File: src/rtl/instr_line_buffer_pkg.sv
// Shared definitions for the instruction line buffer and the fetch unit it serves.
// Latency: none (types and constants only).
// Backpressure: not applicable.
package instr_line_buffer_pkg;

    localparam int ILB_INSTR_W = 32;
    localparam int ILB_DEPTH   = 32;
    localparam int ILB_ADDR_W  = 5;
    // Fetch PC width; the fetch unit sizes its PC register from this.
    localparam int ILB_PC_W    = ILB_ADDR_W;

    typedef enum logic [2:0] {
        ST_IDLE  = 3'd0,
        ST_LOAD  = 3'd1,
        ST_FLUSH = 3'd2,
        ST_RUN   = 3'd3,
        ST_DONE  = 3'd4
    } ilb_state_t;

endpackage

File: src/rtl/ilb_mem.sv
// Instruction store: one write port, two reads at addr and addr+1 (mod depth).
// Latency: reads are registered, data appears 1 cycle after rd_en.
// Backpressure: none; caller guarantees writes and reads never coincide.
module ilb_mem
    import instr_line_buffer_pkg::*;
#(
    parameter int INSTR_W = ILB_INSTR_W,
    parameter int DEPTH   = ILB_DEPTH,
    parameter int ADDR_W  = ILB_PC_W
) (
    input  logic               clk,
    input  logic               reset,
    input  logic               wr_en,
    input  logic [ADDR_W-1:0]  wr_addr,
    input  logic [INSTR_W-1:0] wr_data,
    input  logic               rd_en,
    input  logic [ADDR_W-1:0]  rd_addr,
    output logic [INSTR_W-1:0] rd_data_0,
    output logic [INSTR_W-1:0] rd_data_1
);

    logic [INSTR_W-1:0] mem [DEPTH];
    logic [ADDR_W-1:0]  rd_addr_1;

    // Second slot address wraps naturally at the power-of-two depth.
    assign rd_addr_1 = rd_addr + 1'b1;

    // Storage array: no reset, contents survive a reset.
    always_ff @(posedge clk) begin
        if (wr_en) begin
            mem[wr_addr] <= wr_data;
        end
    end

    // Registered dual read; holds last data when not reading.
    always_ff @(posedge clk or posedge reset) begin
        if (reset) begin
            rd_data_0 <= '0;
            rd_data_1 <= '0;
        end else if (rd_en) begin
            rd_data_0 <= mem[rd_addr];
            rd_data_1 <= mem[rd_addr_1];
        end
    end

endmodule

File: src/rtl/instr_line_buffer.sv
// Holds the loaded program and returns the instruction pair at pc / pc+1 to the fetch unit.
// Latency: 1 cycle from pc to instr_0/instr_1/valid_0/valid_1.
// Backpressure: load_ready is high only in IDLE/LOAD/DONE; words are dropped by nobody, loader waits.
module instr_line_buffer
    import instr_line_buffer_pkg::*;
#(
    parameter int INSTR_W = ILB_INSTR_W,
    parameter int DEPTH   = ILB_DEPTH,
    parameter int ADDR_W  = ILB_ADDR_W
) (
    input  logic               clk,
    input  logic               reset,
    input  logic               load_valid,
    input  logic [INSTR_W-1:0] load_data,
    input  logic               load_last,
    output logic               load_ready,
    input  logic [ADDR_W-1:0]  pc,
    output logic [INSTR_W-1:0] instr_0,
    output logic [INSTR_W-1:0] instr_1,
    output logic               valid_0,
    output logic               valid_1,
    output logic               active,
    output logic               fetch_reset,
    output logic [ADDR_W:0]    prog_len,
    output logic               done
);

    // prog_len value at which the next accept fills the buffer.
    localparam logic [ADDR_W:0] LEN_LAST = (ADDR_W + 1)'(DEPTH - 1);

    ilb_state_t          state;
    ilb_state_t          next_state;
    logic [ADDR_W-1:0]   wr_ptr;
    logic [ADDR_W-1:0]   wr_addr;
    logic                accept;
    logic [ADDR_W:0]     pc_ext;
    logic [ADDR_W:0]     pc_inc;

    assign accept  = load_valid & load_ready;
    // A fresh load (from IDLE or DONE) always starts at address 0.
    assign wr_addr = (state == ST_LOAD) ? wr_ptr : '0;
    // pc+1 kept one bit wider so pc=31 compares as 32, never as a wrapped 0.
    assign pc_ext  = {1'b0, pc};
    assign pc_inc  = pc_ext + 1'b1;

    ilb_mem #(
        .INSTR_W (INSTR_W),
        .DEPTH   (DEPTH),
        .ADDR_W  (ADDR_W)
    ) u_mem (
        .clk       (clk),
        .reset     (reset),
        .wr_en     (accept),
        .wr_addr   (wr_addr),
        .wr_data   (load_data),
        .rd_en     (state == ST_RUN),
        .rd_addr   (pc),
        .rd_data_0 (instr_0),
        .rd_data_1 (instr_1)
    );

    // Next-state decode; RUN exits on the same edge that registers an out-of-program read.
    always_comb begin
        next_state = state;
        case (state)
            ST_IDLE, ST_DONE: begin
                if (accept) begin
                    next_state = load_last ? ST_FLUSH : ST_LOAD;
                end
            end
            ST_LOAD: begin
                if (accept && (load_last || prog_len == LEN_LAST)) begin
                    next_state = ST_FLUSH;
                end
            end
            ST_FLUSH: next_state = ST_RUN;
            ST_RUN: begin
                if (pc_ext >= prog_len) begin
                    next_state = ST_DONE;
                end
            end
            default: next_state = ST_IDLE;
        endcase
    end

    // State, load counters and registered control outputs derived from the next state.
    always_ff @(posedge clk or posedge reset) begin
        if (reset) begin
            state       <= ST_IDLE;
            wr_ptr      <= '0;
            prog_len    <= '0;
            load_ready  <= 1'b0;
            active      <= 1'b0;
            fetch_reset <= 1'b0;
            done        <= 1'b0;
            valid_0     <= 1'b0;
            valid_1     <= 1'b0;
        end else begin
            state       <= next_state;
            load_ready  <= (next_state == ST_IDLE) || (next_state == ST_LOAD) ||
                           (next_state == ST_DONE);
            active      <= (next_state == ST_RUN);
            fetch_reset <= (next_state == ST_FLUSH);
            done        <= (next_state == ST_DONE);
            valid_0     <= (state == ST_RUN) && (pc_ext < prog_len);
            valid_1     <= (state == ST_RUN) && (pc_inc < prog_len);
            if (accept) begin
                if (state == ST_LOAD) begin
                    wr_ptr   <= wr_ptr + 1'b1;
                    prog_len <= prog_len + 1'b1;
                end else begin
                    wr_ptr   <= ADDR_W'(1);
                    prog_len <= (ADDR_W + 1)'(1);
                end
            end
        end
    end

endmodule

File: config.mk
export PLATFORM = sky130hd
export DESIGN_NAME = instr_line_buffer
export DESIGN_NICKNAME = d
export VERILOG_FILES = /design/src/rtl/instr_line_buffer_pkg.sv /design/src/rtl/ilb_mem.sv /design/src/rtl/instr_line_buffer.sv
export SDC_FILE = /design/constraint.sdc
export NUM_CORES = 1
export LEC_CHECK = 0
export BUFFER_PORTS_ARGS = -buffer_cell sky130_fd_sc_hd__buf_2
export CAP_MARGIN = 40
export CORE_MARGIN = 2
export CORE_UTILIZATION = 30
export DETAILED_ROUTE_END_ITERATION = 8
export PLACE_DENSITY = 0.44
export SYNTH_ARGS = -nofsm -noshare
export SYNTH_HDL_FRONTEND = slang
export SYNTH_SLANG_ARGS = --single-unit
File: constraint.sdc
create_clock -name clk -period 3.64 [get_ports clk]
set_clock_uncertainty 0.2 [all_clocks]
set_input_delay 0.182 -clock clk [delete_from_list [all_inputs] [get_ports clk]]
set_output_delay 0.182 -clock clk [all_outputs]
set_load 0.02 [all_outputs]
==> metrics.md <==
| Metric | Value |
|---|---|
| Status | finished, final reports clean |
| Initial antenna violation count | 4 |
| Gp weighted congestion | 0.769 |
| Clock slew at reported path FFs | around 60 ps |
| Final Cell Area | 60100 um2 |
| Synthesized cell area | 51200 um2 |
| Final Hold Fails | 0 |
| GRT Util Overall | 19.6% |
| Syn_nets | about 3k |
| Lkg Pwr | 20.4 nW |
| Synth Area in Compound Gates | 8.90% |
| CTS H-tree depth | 4 |
| XOR/XNOR Fraction of Synth Area | 0.0684% |
| Pre-antenna DRT Iters | 5 |
| Worst slack at placement | 574 ps |
| Bufs on Longest Clock Path | 3 |
| CP cell instances | or3b_2 > nor2_1 > nand3b_1 > buf_4 > nor2_4 > buf_4 |
| Switching power | 7.18 mW |
| Clk sink count | 1108 |
| Fillcell total | 15.8k |
| Worst Path Buf+Inv | 2 |
| Largest net degree at the start of global routing | 148 |
| Setup Crit Path Kind | flip-flop to flip-flop |
| Core Region | 169000 um2 |
| Placed inst area | 55300 um2 |
| Reg2Reg Capture Point | u_mem.mem[29][26] |
| Remaining global-route overflow | 0 |
| Routed via count | 30.5k |
| Crit-path max cell delay | 630 ps |
| Tightest Pin Transition | 1020 ps |
| Avg Inst Size Synth | roughly 17 um2 |
| Max-cap violations | 0 |
| Sw Ratio | between 20% and 30% |
| Crit-path leading delay family | simple AND/OR/NAND/NOR gates |
| Worst Hold Depth | 4 |
| DR vias/cell | 5.59 |
| P per Cell Area | 502 nW/um2 |
| Synth Register Bits | around 1.1k |
| CP Data Required Time | 3810 ps |
| Combinational family with the most area after synthesis | multiplexers |
| Die area | ~170000 um2 |
| WP data arrival | ~3300 ps |
| Most used cell, CP | buf_4 |
| Die Y | 417 um |
| Slew HR | 31.7% |
| Reg2reg path depth | 6 |
| CP endpoint kind | flip-flop |
| Worst hold-check path type | primary input to flip-flop |
| Highest clock rate | 0.320 GHz |
| P&R area growth vs syn | 17.3% |
| Clock power share | 43.9% |
| Setup violations, final | 0 |
| Drt first-iter violations | 2683 |
| Synth Instances | 2945 |
| Largest fanout on the critical path | 18 |
| Root Driver | clkbuf_16 |
| Starting Density | 30.2% |
| Post-synthesis mux area share | 22.6% |
| Post-synth EDFFs | 1024 |
| Hold path startpoint | load_last |
| I/O Buffers | about 120 |
| CTS buffer count | approximately 130 |
| Die X-Extent | 417 um |
| RSZ-0062 raised after global routing | no |
| Ys flop type | edfxtp_1 |
| Seq/Total Area, Yosys | 64.2% |
| Final Net Count | between 3k and 4k |
| Most frequent cells in the layout | edfxtp_1 (1024), mux2i_1 (578), mux4_2 (256) |
| Final min period | 3130 ps |
| Vias in the first global route | 31.9k |
| Yosys warnings | 0 |
| Avg WL per Cell | 31.7 um |
| Int Power | approximately 23 mW |
| Multi-input gate area | 17400 um2 |
| Synth Area in Simple Gates | 1.37% |
| WL final | 173000 um |
| Critical Path Source Type | flip-flop |
| Max-slew violations | 0 |
| Residual DRC | 0 |
| Post-CTS Setup Inserts | 0 |
| Skew-Pair Late Insertion Delay | 770 ps |
| Hold Path End | fetch_reset |
| Total negative setup slack | 0 ps |
| Worst-case vdd ir drop | 493 uV |
| Total power | 30.2 mW |
| Global-route wire length before repair | 243000 um |
| Seq pwr share | 46.9% |
| Adder-Cell Fraction of Synth Area | less than 1% |
| Synth async-reset ratio | 7.58% |
| Final ANT Viol Nets | 0 |
| Crit path max-delay cell type | or3b_2 |
| Reg2reg setup slack | 510 ps |
| Most common cell after layout, fill and taps aside | edfxtp_1 |
| CTS tree | yes |
| Final Util | roughly 35% |
| FF+latch area | approximately 33000 um2 |
| Setup WS post-layout | 513 ps |
| RR Startpoint | state[1] |
| Post-DP HPWL | slightly below 100000 um |
| Crit share post-route | ~86% |
| Netlist cell types | 50 |
| Combinational share of power | 9.2% |
| FP Rows | 151 |
| Share of cells above drive strength 1 | 24.6% |
| Ports | 117 |
## power groups by stage
stage          clock network [mW]  registers, mW  logic (mW)
4_1_cts                      13.6           14.2        2.82
3_5_place_dp                    0           14.4        2.78
6_report                     13.2           14.2        2.78
5_1_grt                      14.0           14.2        2.96
3_3_place_gp                    0           14.4        2.75
2_1_floorplan                   0           14.5        1.63
## stage by stage
step | hold slack [ps] | std cells
2_1_floorplan | 80.9 | 2945
3_3_place_gp | 120 | 5169
3_5_place_dp | 118 | 5172
4_1_cts | 53.3 | 5453
5_1_grt | 138 | 5453
6_report | 112 | 5454
## tightest hold or removal path, stage by stage
cell           delay [ps]
dlygate4sd3_1         530
buf_2                 120
nand2_1                70
a221oi_1              110
## worst max path at each step
| stage | start | to | slack [ps] | cells past startpoint |
|---|---|---|---|---|
| final | state[1] | u_mem.mem[29][26] | 510 | 6 |
| after global routing | state[1] | u_mem.mem[29][25] | 450 | 6 |
| after CTS | state[1] | u_mem.mem[29][25] | 530 | 6 |
| after detailed placement | state[1] | u_mem.mem[29][21] | 570 | 6 |
| after global placement | state[1] | u_mem.mem[29][22] | 580 | 6 |
| after floorplan | state[1] | u_mem.mem[21][0] | 200 | 4 |
## synth_stat cells, types with 2 or more instances
| library cell | number | area [um2] |
|---|---|---|
| dfrtp_1 | 84 | 2100 |
| o22ai_1 | 67 | 419 |
| xnor2_1 | 2 | 17.5 |
| edfxtp_1 | 1024 | 30700 |
| nand4_1 | 4 | 25.0 |
| o41ai_2 | 27 | 439 |
| nand2b_1 | 4 | 25.0 |
| or2_1 | 3 | 18.8 |
| a21o_1 | 2 | 15.0 |
| nand4b_1 | 2 | 17.5 |
| buf_2 | 72 | 360 |
| o2bb2ai_1 | 2 | 17.5 |
| xor2_1 | 2 | 17.5 |
| buf_1 | 10 | 37.5 |
| buf_8 | 2 | 30.0 |
| nor2_1 | 51 | 191 |
| a221oi_1 | 85 | 744 |
| buf_6 | 16 | 180 |
| o21a_1 | 2 | 15.0 |
| mux2i_1 | 578 | 5790 |
| nor2b_1 | 8 | 50.1 |
| buf_4 | 44 | 330 |
| ha_1 | 14 | 175 |
| a22o_1 | 96 | 841 |
| nand2_1 | 52 | 195 |
| and2_1 | 4 | 25.0 |
| o21ai_0 | 46 | 230 |
| nand3b_1 | 5 | 37.5 |
| a21oi_1 | 75 | 375 |
| a22oi_1 | 160 | 1200 |
| nand3_1 | 10 | 50.1 |
| clkbuf_1 | 92 | 345 |
| nor3_1 | 3 | 15.0 |
| and3_1 | 2 | 12.5 |
| o41ai_1 | 5 | 43.8 |
| a221oi_2 | 12 | 180 |
| inv_1 | 10 | 37.5 |
| mux4_2 | 256 | 5770 |
## registers in the layout, summed over array words and instances (netlist names)
| signal | flops |
|---|---|
| valid_0 | 1 |
| u_mem.rd_data_1 | 32 |
| u_mem.rd_data_0 | 32 |
| wr_ptr | 5 |
| fetch_reset | 1 |
| done | 1 |
| active | 1 |
| valid_1 | 1 |
| load_ready | 1 |
| state | 3 |
| u_mem.mem | 1024 |
| prog_len | 6 |
## cell type report
cell class	count	area share, %
tap	2218	4.62
multi-input combinational	1589	29.0
clock inverter	63	1.09
clock buffer	177	6.12
antenna	1	0.00417
sequential	1108	54.7
timing repair buffer	288	4.39
inverter	10	0.0667
## kinds of logic after synthesis
kind of cell	Yosys count
xor gates and xnor gates	4
AOI/OAI and AO/OA	584
muxes	834
and+or+nand+nor	153
adders and majority gates	14
buffers and inverters	248
DFF	1108
## repair_timing
item / in CTS / in global routing
endpoints found under the hold margin: 1129 / 0
hold buffers: 41 / 0
gates resized for setup: 0 / 0
## routing by layer
metal  wire length, um  track usage, %  vias to the layer above
met5                 0               0                        -
met4              5530            6.72                        0
met3              8850            3.31                      270
met2             85800            33.3                     1008
met1             72600            25.3                    16500
li1                  -               -                    12800
Power figures use the tool's default switching activity.
